## src/rtl/conjugate_result_writeback.sv

```systemverilog
`default_nettype none
// +----------------------------------------------------------------------------+
// | conjugate_result_writeback: buffers vXc result rows in a FIFO and writes   |
// | them to consecutive result-memory rows. Option: CONJ_WB_CHECKSUM_EN.       |
// | Revision: 1.0                                                              |
// +----------------------------------------------------------------------------+
module conjugate_result_writeback #(
  parameter int ELEMENT_WIDTH = 64,
  parameter int NO_OF_UNITS   = 8,
  parameter int ADDR_WIDTH    = 10,
  parameter int FIFO_DEPTH    = 4
) (
  input  logic                                 clk,
  input  logic                                 reset,
  input  logic                                 start,
  input  logic [ADDR_WIDTH-1:0]                base_addr,
  input  logic [31:0]                          total,
  input  logic [ELEMENT_WIDTH*NO_OF_UNITS-1:0] in_data,
  input  logic                                 in_valid,
  output logic                                 in_ready,
  output logic                                 mem_we,
  output logic [ADDR_WIDTH-1:0]                mem_addr,
  output logic [ELEMENT_WIDTH*NO_OF_UNITS-1:0] mem_wdata,
  input  logic                                 mem_ready,
  output logic                                 busy,
  output logic                                 finish,
  output logic                                 overflow,
  output logic [31:0]                          rows_written
`ifdef CONJ_WB_CHECKSUM_EN
  ,
  output logic [ELEMENT_WIDTH-1:0]             row_checksum
`endif
);

  localparam int ROW_W = ELEMENT_WIDTH * NO_OF_UNITS;
  localparam int PTR_W = $clog2(FIFO_DEPTH);
  localparam int CNT_W = PTR_W + 1;
  localparam logic [CNT_W-1:0] DEPTH_C = CNT_W'(FIFO_DEPTH);

  typedef enum logic [1:0] {
    ST_IDLE  = 2'd0,
    ST_RUN   = 2'd1,
    ST_DRAIN = 2'd2,
    ST_DONE  = 2'd3
  } state_t;

  state_t                state_q, state_d;
  logic [31:0]           rows_q, rows_d;
  logic [31:0]           accepted_q, accepted_d;
  logic [31:0]           written_q, written_d;
  logic [ADDR_WIDTH-1:0] base_q, base_d;
  logic [PTR_W-1:0]      wr_ptr_q, wr_ptr_d;
  logic [PTR_W-1:0]      rd_ptr_q, rd_ptr_d;
  logic [CNT_W-1:0]      count_q, count_d;
  logic                  finish_q, finish_d;
  logic                  overflow_q, overflow_d;
  logic [ROW_W-1:0]      fifo_q [FIFO_DEPTH];

  logic                  start_ok;
  logic                  pop;
  logic                  can_take;
  logic                  push;
  logic [31:0]           job_rows;

  always_comb begin
    start_ok = start && ((state_q == ST_IDLE) || (state_q == ST_DONE));
    pop      = (count_q != '0) && mem_ready;
    can_take = (state_q == ST_RUN) && in_valid && (accepted_q < rows_q);
    // A full FIFO still takes a row when the head leaves in the same cycle.
    push     = can_take && ((count_q != DEPTH_C) || pop);
    job_rows = total / 32'(NO_OF_UNITS);

    state_d    = state_q;
    rows_d     = rows_q;
    accepted_d = accepted_q;
    written_d  = written_q;
    base_d     = base_q;
    wr_ptr_d   = wr_ptr_q;
    rd_ptr_d   = rd_ptr_q;
    count_d    = count_q;
    finish_d   = finish_q;
    overflow_d = overflow_q;

    if (push) begin
      wr_ptr_d   = wr_ptr_q + 1'b1;
      accepted_d = accepted_q + 32'd1;
    end
    if (pop) begin
      rd_ptr_d  = rd_ptr_q + 1'b1;
      written_d = written_q + 32'd1;
    end
    if (push && !pop) begin
      count_d = count_q + CNT_W'(1);
    end else if (pop && !push) begin
      count_d = count_q - CNT_W'(1);
    end
    if (can_take && !push) begin
      overflow_d = 1'b1;
    end

    case (state_q)
      ST_IDLE, ST_DONE: begin
        if (start_ok) begin
          rows_d     = job_rows;
          base_d     = base_addr;
          accepted_d = '0;
          written_d  = '0;
          wr_ptr_d   = '0;
          rd_ptr_d   = '0;
          count_d    = '0;
          overflow_d = 1'b0;
          finish_d   = (job_rows == '0);
          state_d    = (job_rows == '0) ? ST_DONE : ST_RUN;
        end
      end
      ST_RUN: begin
        if (accepted_d == rows_q) begin
          finish_d = (written_d == rows_q);
          state_d  = (written_d == rows_q) ? ST_DONE : ST_DRAIN;
        end
      end
      default: begin
        if (written_d == rows_q) begin
          finish_d = 1'b1;
          state_d  = ST_DONE;
        end
      end
    endcase
  end

  always_ff @(posedge clk) begin
    if (reset) begin
      state_q    <= ST_IDLE;
      rows_q     <= '0;
      accepted_q <= '0;
      written_q  <= '0;
      base_q     <= '0;
      wr_ptr_q   <= '0;
      rd_ptr_q   <= '0;
      count_q    <= '0;
      finish_q   <= 1'b0;
      overflow_q <= 1'b0;
    end else begin
      state_q    <= state_d;
      rows_q     <= rows_d;
      accepted_q <= accepted_d;
      written_q  <= written_d;
      base_q     <= base_d;
      wr_ptr_q   <= wr_ptr_d;
      rd_ptr_q   <= rd_ptr_d;
      count_q    <= count_d;
      finish_q   <= finish_d;
      overflow_q <= overflow_d;
    end
  end

  // Row storage needs no reset; the read port is gated by the occupancy count.
  always_ff @(posedge clk) begin
    if (push) begin
      fifo_q[wr_ptr_q] <= in_data;
    end
  end

  assign mem_we       = (count_q != '0);
  assign mem_wdata    = mem_we ? fifo_q[rd_ptr_q] : '0;
  assign mem_addr     = base_q + written_q[ADDR_WIDTH-1:0];
  assign busy         = (state_q == ST_RUN) || (state_q == ST_DRAIN);
  assign finish       = finish_q;
  assign overflow     = overflow_q;
  assign rows_written = written_q;
  assign in_ready     = (state_q == ST_RUN) && (accepted_q < rows_q) &&
                        ((count_q != DEPTH_C) || pop);

`ifdef CONJ_WB_CHECKSUM_EN
  logic [ELEMENT_WIDTH-1:0] csum_q, csum_d;
  logic [ELEMENT_WIDTH-1:0] fold;

  always_comb begin
    fold = '0;
    for (int i = 0; i < NO_OF_UNITS; i++) begin
      fold = fold ^ mem_wdata[i*ELEMENT_WIDTH +: ELEMENT_WIDTH];
    end
    csum_d = csum_q;
    if (start_ok) begin
      csum_d = '0;
    end else if (pop) begin
      csum_d = csum_q ^ fold;
    end
  end

  always_ff @(posedge clk) begin
    if (reset) begin
      csum_q <= '0;
    end else begin
      csum_q <= csum_d;
    end
  end

  assign row_checksum = csum_q;
`endif

endmodule
`default_nettype wire

```

## config.mk

```make
export PLATFORM = sky130hd
export DESIGN_NAME = conjugate_result_writeback
export DESIGN_NICKNAME = d
export VERILOG_FILES = /design/src/rtl/conjugate_result_writeback.sv
export SDC_FILE = /design/constraint.sdc
export NUM_CORES = 2
export LEC_CHECK = 0
export CAP_MARGIN = 10
export CORE_MARGIN = 2
export CORE_UTILIZATION = 30
export CTS_CLUSTER_DIAMETER = 150
export DETAILED_ROUTE_END_ITERATION = 8
export PLACE_DENSITY_LB_ADDON = 0.25
export SYNTH_ARGS = -nofsm -noshare
export SYNTH_HDL_FRONTEND = slang
export SYNTH_SLANG_ARGS = --single-unit
```

## constraint.sdc

```tcl
create_clock -name clk -period 30.4 [get_ports clk]
set_input_delay 6.08 -clock clk [delete_from_list [all_inputs] [get_ports clk]]
set_output_delay 6.08 -clock clk [all_outputs]
set_load 0.1 [all_outputs]
```

==> flow_results.xml <==
<?xml version="1.0" encoding="UTF-8"?>
<metrics>
  <group name="run_status">
    <metric name="status" unit="">complete, no violations</metric>
  </group>
  <group name="synthesis">
    <metric name="netlist_instances" unit="">4230</metric>
    <metric name="synth-seq-area-share" unit="">0.755</metric>
    <metric name="synth_area_leader_cell" unit="">sky130_fd_sc_hd__edfxtp_1</metric>
    <metric name="ys_dominant_reg_cell" unit="">sky130_fd_sc_hd__edfxtp_1</metric>
    <metric name="synth_area_per_cell" unit="um2">20.0</metric>
    <metric name="post_synth_instance_area" unit="um2">84400</metric>
    <metric name="synth-edff-count" unit="">2048</metric>
    <metric name="synthesis.nets" unit="">4838</metric>
    <metric name="synth.top_cell.area_share" unit="">0.728</metric>
    <metric name="yosys-top-cells-area" unit="">sky130_fd_sc_hd__edfxtp_1, sky130_fd_sc_hd__mux4_2, sky130_fd_sc_hd__and2_1</metric>
    <metric name="ys_async_sr_fraction" unit="">0</metric>
    <metric name="synth_cell_types" unit="">72</metric>
    <metric name="synth-warning-count" unit="">0</metric>
    <metric name="ffs_latches_synth" unit="">2162</metric>
  </group>
  <group name="floorplan">
    <metric name="die_height" unit="um">535</metric>
    <metric name="initial_utilization" unit="">0.302</metric>
    <metric name="fp.dieArea" unit="um2">286000</metric>
    <metric name="core_area" unit="um2">280000</metric>
    <metric name="floorplan.rows" unit="">194</metric>
    <metric name="io_pins" unit="">1118</metric>
    <metric name="chipWidth" unit="um">535</metric>
  </group>
  <group name="cells_and_area">
    <metric name="layout_commonest_cell" unit="">sky130_fd_sc_hd__edfxtp_1</metric>
    <metric name="post-route-cell-area" unit="um2">107000</metric>
    <metric name="finish.net_count" unit="">6038</metric>
    <metric name="areaGrowthSynthToFinish" unit="%">27.2</metric>
    <metric name="mostFrequentLayoutCells" unit="">sky130_fd_sc_hd__edfxtp_1, sky130_fd_sc_hd__clkdlybuf4s50_1, sky130_fd_sc_hd__and2_1</metric>
    <metric name="drive_gt1_frac" unit="">0.166</metric>
  </group>
  <group name="clock_tree">
    <metric name="number_of_buffers_inserted_during_clock_tree_synthesis" unit="">235</metric>
    <metric name="cts_hold_buffers" unit="">0</metric>
    <metric name="cell_at_the_root_of_the_clock_tree" unit="">sky130_fd_sc_hd__clkbuf_16</metric>
    <metric name="max-clock-path-buffers" unit="">4</metric>
    <metric name="path_clk_slew" unit="ps">60</metric>
    <metric name="clkSinkCount" unit="">2162</metric>
    <metric name="worstSkewPairLatency" unit="ps">870</metric>
    <metric name="tritoncts" unit="">yes</metric>
    <metric name="cts.repair.resized" unit="">0</metric>
    <metric name="htree_num_levels" unit="">4</metric>
    <metric name="post_cts_buffers" unit="">0</metric>
  </group>
  <group name="drt">
    <metric name="routed_wirelength" unit="um">244000</metric>
    <metric name="drcViolationCount" unit="">0</metric>
    <metric name="drt_first_iter_violations" unit="">3061</metric>
    <metric name="drt_antenna_net_count" unit="">0</metric>
    <metric name="detailedRoute.firstPassIterationCount" unit="">7</metric>
    <metric name="wl_met1" unit="um">93400</metric>
    <metric name="route.detailed.wl_per_inst" unit="um">26.0</metric>
    <metric name="top_layer" unit="">met5</metric>
    <metric name="routed-wl-met3" unit="um">26200</metric>
    <metric name="detailroute.wirelength.met2" unit="um">118000</metric>
    <metric name="num_vias" unit="">44333</metric>
    <metric name="detail_route.vias_per_cell" unit="">4.73</metric>
  </group>
  <group name="timing">
    <metric name="setup_tns" unit="ps">0</metric>
    <metric name="worst_clock_skew" unit="ps">48.5</metric>
    <metric name="timing.hold.ws" unit="ps">464</metric>
    <metric name="finalSetupViolations" unit="">0</metric>
    <metric name="timing_max_transition_violations_final" unit="">0</metric>
    <metric name="worst-slew-pin-transition" unit="ps">1340</metric>
    <metric name="max_slew_margin" unit="">0.109</metric>
    <metric name="fmaxAchievable" unit="MHz">68.0</metric>
    <metric name="tcrit_tclk_final" unit="">0.484</metric>
    <metric name="min_tclk_post_route" unit="ps">14710</metric>
    <metric name="post-route-worst-setup-slack" unit="ps">15690</metric>
    <metric name="rsz0062_at_grt" unit="">no</metric>
    <metric name="finalHoldViolations" unit="">0</metric>
  </group>
  <group name="setup_path">
    <metric name="cp_max_fo" unit="">5</metric>
    <metric name="worst_setup_path_end_kind" unit="">output pin</metric>
    <metric name="cpMaxStageDelayCell" unit="">sky130_fd_sc_hd__clkdlybuf4s50_1</metric>
    <metric name="endpoint_of_the_worst_register_to_register_path" unit="">fifo_q[3][81]</metric>
    <metric name="timing.critical_path.arrival" unit="ps">8630</metric>
    <metric name="timing.critical_path.slowest_cell_delay" unit="ps">1260</metric>
    <metric name="worst-endpoint-required" unit="ps">24320</metric>
    <metric name="r2r_setup_slack" unit="ps">23460</metric>
    <metric name="most_prevalent_standard_cell_on_the_critical_path" unit="">sky130_fd_sc_hd__clkdlybuf4s50_1</metric>
    <metric name="cp-start-kind" unit="">primary input</metric>
    <metric name="rr_worst_depth" unit="">13</metric>
    <metric name="regToRegStartpoint" unit="">rows_q[6]</metric>
    <metric name="worst_path_cell_trace" unit="">clkdlybuf4s50_1, nand3b_1, inv_1, nor3_1, clkdlybuf4s50_1</metric>
    <metric name="critical_setup_path_kind" unit="">in -&gt; out</metric>
  </group>
  <group name="global_route">
    <metric name="grt_max_degree" unit="">185</metric>
    <metric name="first_pass_grt_wire_length" unit="um">344000</metric>
    <metric name="grt_antenna_before_repair" unit="">104</metric>
    <metric name="grt_use_total" unit="">0.166</metric>
    <metric name="first_global_vias" unit="">46141</metric>
    <metric name="overflow" unit="">0</metric>
  </group>
  <group name="placement">
    <metric name="pre_cts_ws" unit="ps">15670</metric>
    <metric name="io_buffer_count" unit="">1114</metric>
    <metric name="place_congestion" unit="">0.852</metric>
    <metric name="post_dp_cell_area" unit="um2">100000</metric>
    <metric name="dp_hpwl" unit="um">160000</metric>
  </group>
  <group name="power_and_ir_drop">
    <metric name="vdd.ir_drop.worst" unit="mV">0.0816</metric>
    <metric name="cellLeakagePower" unit="nW">33.3</metric>
    <metric name="p_per_area" unit="nW/um2">98.0</metric>
    <metric name="report.power.total" unit="mW">10.5</metric>
  </group>
  <group name="min_path">
    <metric name="min_path_cells" unit="">2</metric>
    <metric name="hp-class" unit="">reg -&gt; reg</metric>
    <metric name="worst_hold_startpoint" unit="">base_q[5]</metric>
    <metric name="timing.hold.worst_endpoint" unit="">base_q[5]</metric>
  </group>
  <group name="flow_run">
    <metric name="maxCapViolations" unit="">0</metric>
  </group>
</metrics>
==> state kept, by name (all words and copies together), names as in the netlist <==
| signal | count |
|---|---|
| rows_written | 32 |
| fifo_q | 2048 |
| state_q | 2 |
| rows_q | 29 |
| count_q | 3 |
| overflow | 1 |
| rd_ptr_q | 2 |
| accepted_q | 32 |
| finish | 1 |
| base_q | 10 |
| wr_ptr_q | 2 |
==> Yosys cell counts, drive strengths merged (5+ instances only) <==
cell type  count
or3           16
nand2b        10
and3          27
mux4         512
nand3         40
nor3b          6
o21ai         22
buf          102
o22ai          9
xor2          26
a31oi          6
a2111oi        7
nand3b         5
nand4         31
ha            48
xnor2         80
dfxtp        114
clkbuf       115
nor3          21
nor2          98
edfxtp      2048
and2         522
nor4          24
inv           60
a21oi         77
a211oi        11
nand2        133
==> metal layers <==
metal,global-route usage,up-vias
met5,0,-
met4,0.0413,98
met3,0.0758,449
met2,0.274,1378
met1,0.196,23036
li1,-,19372
==> cell families after synthesis <==
logic type,count (synthesis),share of synthesized area
mux,513,0.137
xor+xnor,106,0.0110
fa+ha+maj,49,0.00735
compound gates,177,0.0139
buf+inv,277,0.0125
flops,2162,0.755
simple gates,946,0.0632
==> stage by stage <==
stage / util / cells
final: 0.384 / 9376
after global routing: 0.384 / 9354
after CTS: 0.384 / 9347
after detailed placement: 0.358 / 8917
after global placement: 0.358 / 8917
after floorplan: - / 4230
==> cell type report <==
cell class                 count  area (um2)
inverter                      60         225
antenna                       29        72.6
clock inverter               124         991
clock buffer                 306        6270
sequential                  2162       63800
fill                       25636      172000
tap                         3724        4660
timing repair buffer        1180       11700
multi-input combinational   1791       19600
==> worst max-delay path by stage <==
stage | start | end | slack (ps)
final | mem_ready | in_ready | 15690
after global routing | mem_ready | in_ready | 15590
after CTS | mem_ready | in_ready | 15670
after detailed placement | mem_ready | in_ready | 15670
after global placement | mem_ready | in_ready | 15690
after floorplan | in_valid | fifo_q[1][0] | 10560
==> report_power, final <==
part / internal, mW / leakage (nW) / total [mW] / switching (mW)
clock network: 1.54 / 3.55 / 2.71 / 1.18
registers: 3.44 / 19.4 / 3.50 / 0.0590
logic: 1.03 / 10.3 / 4.32 / 3.29
total: 6.00 / 33.3 / 10.5 / 4.52
==> critical path, delay by kind of cell <==
kind                   cells  cell delay (ps)
and+or+nand+nor            2              570
buffers and inverters      3             1980
Power figures use the tool's default switching activity.
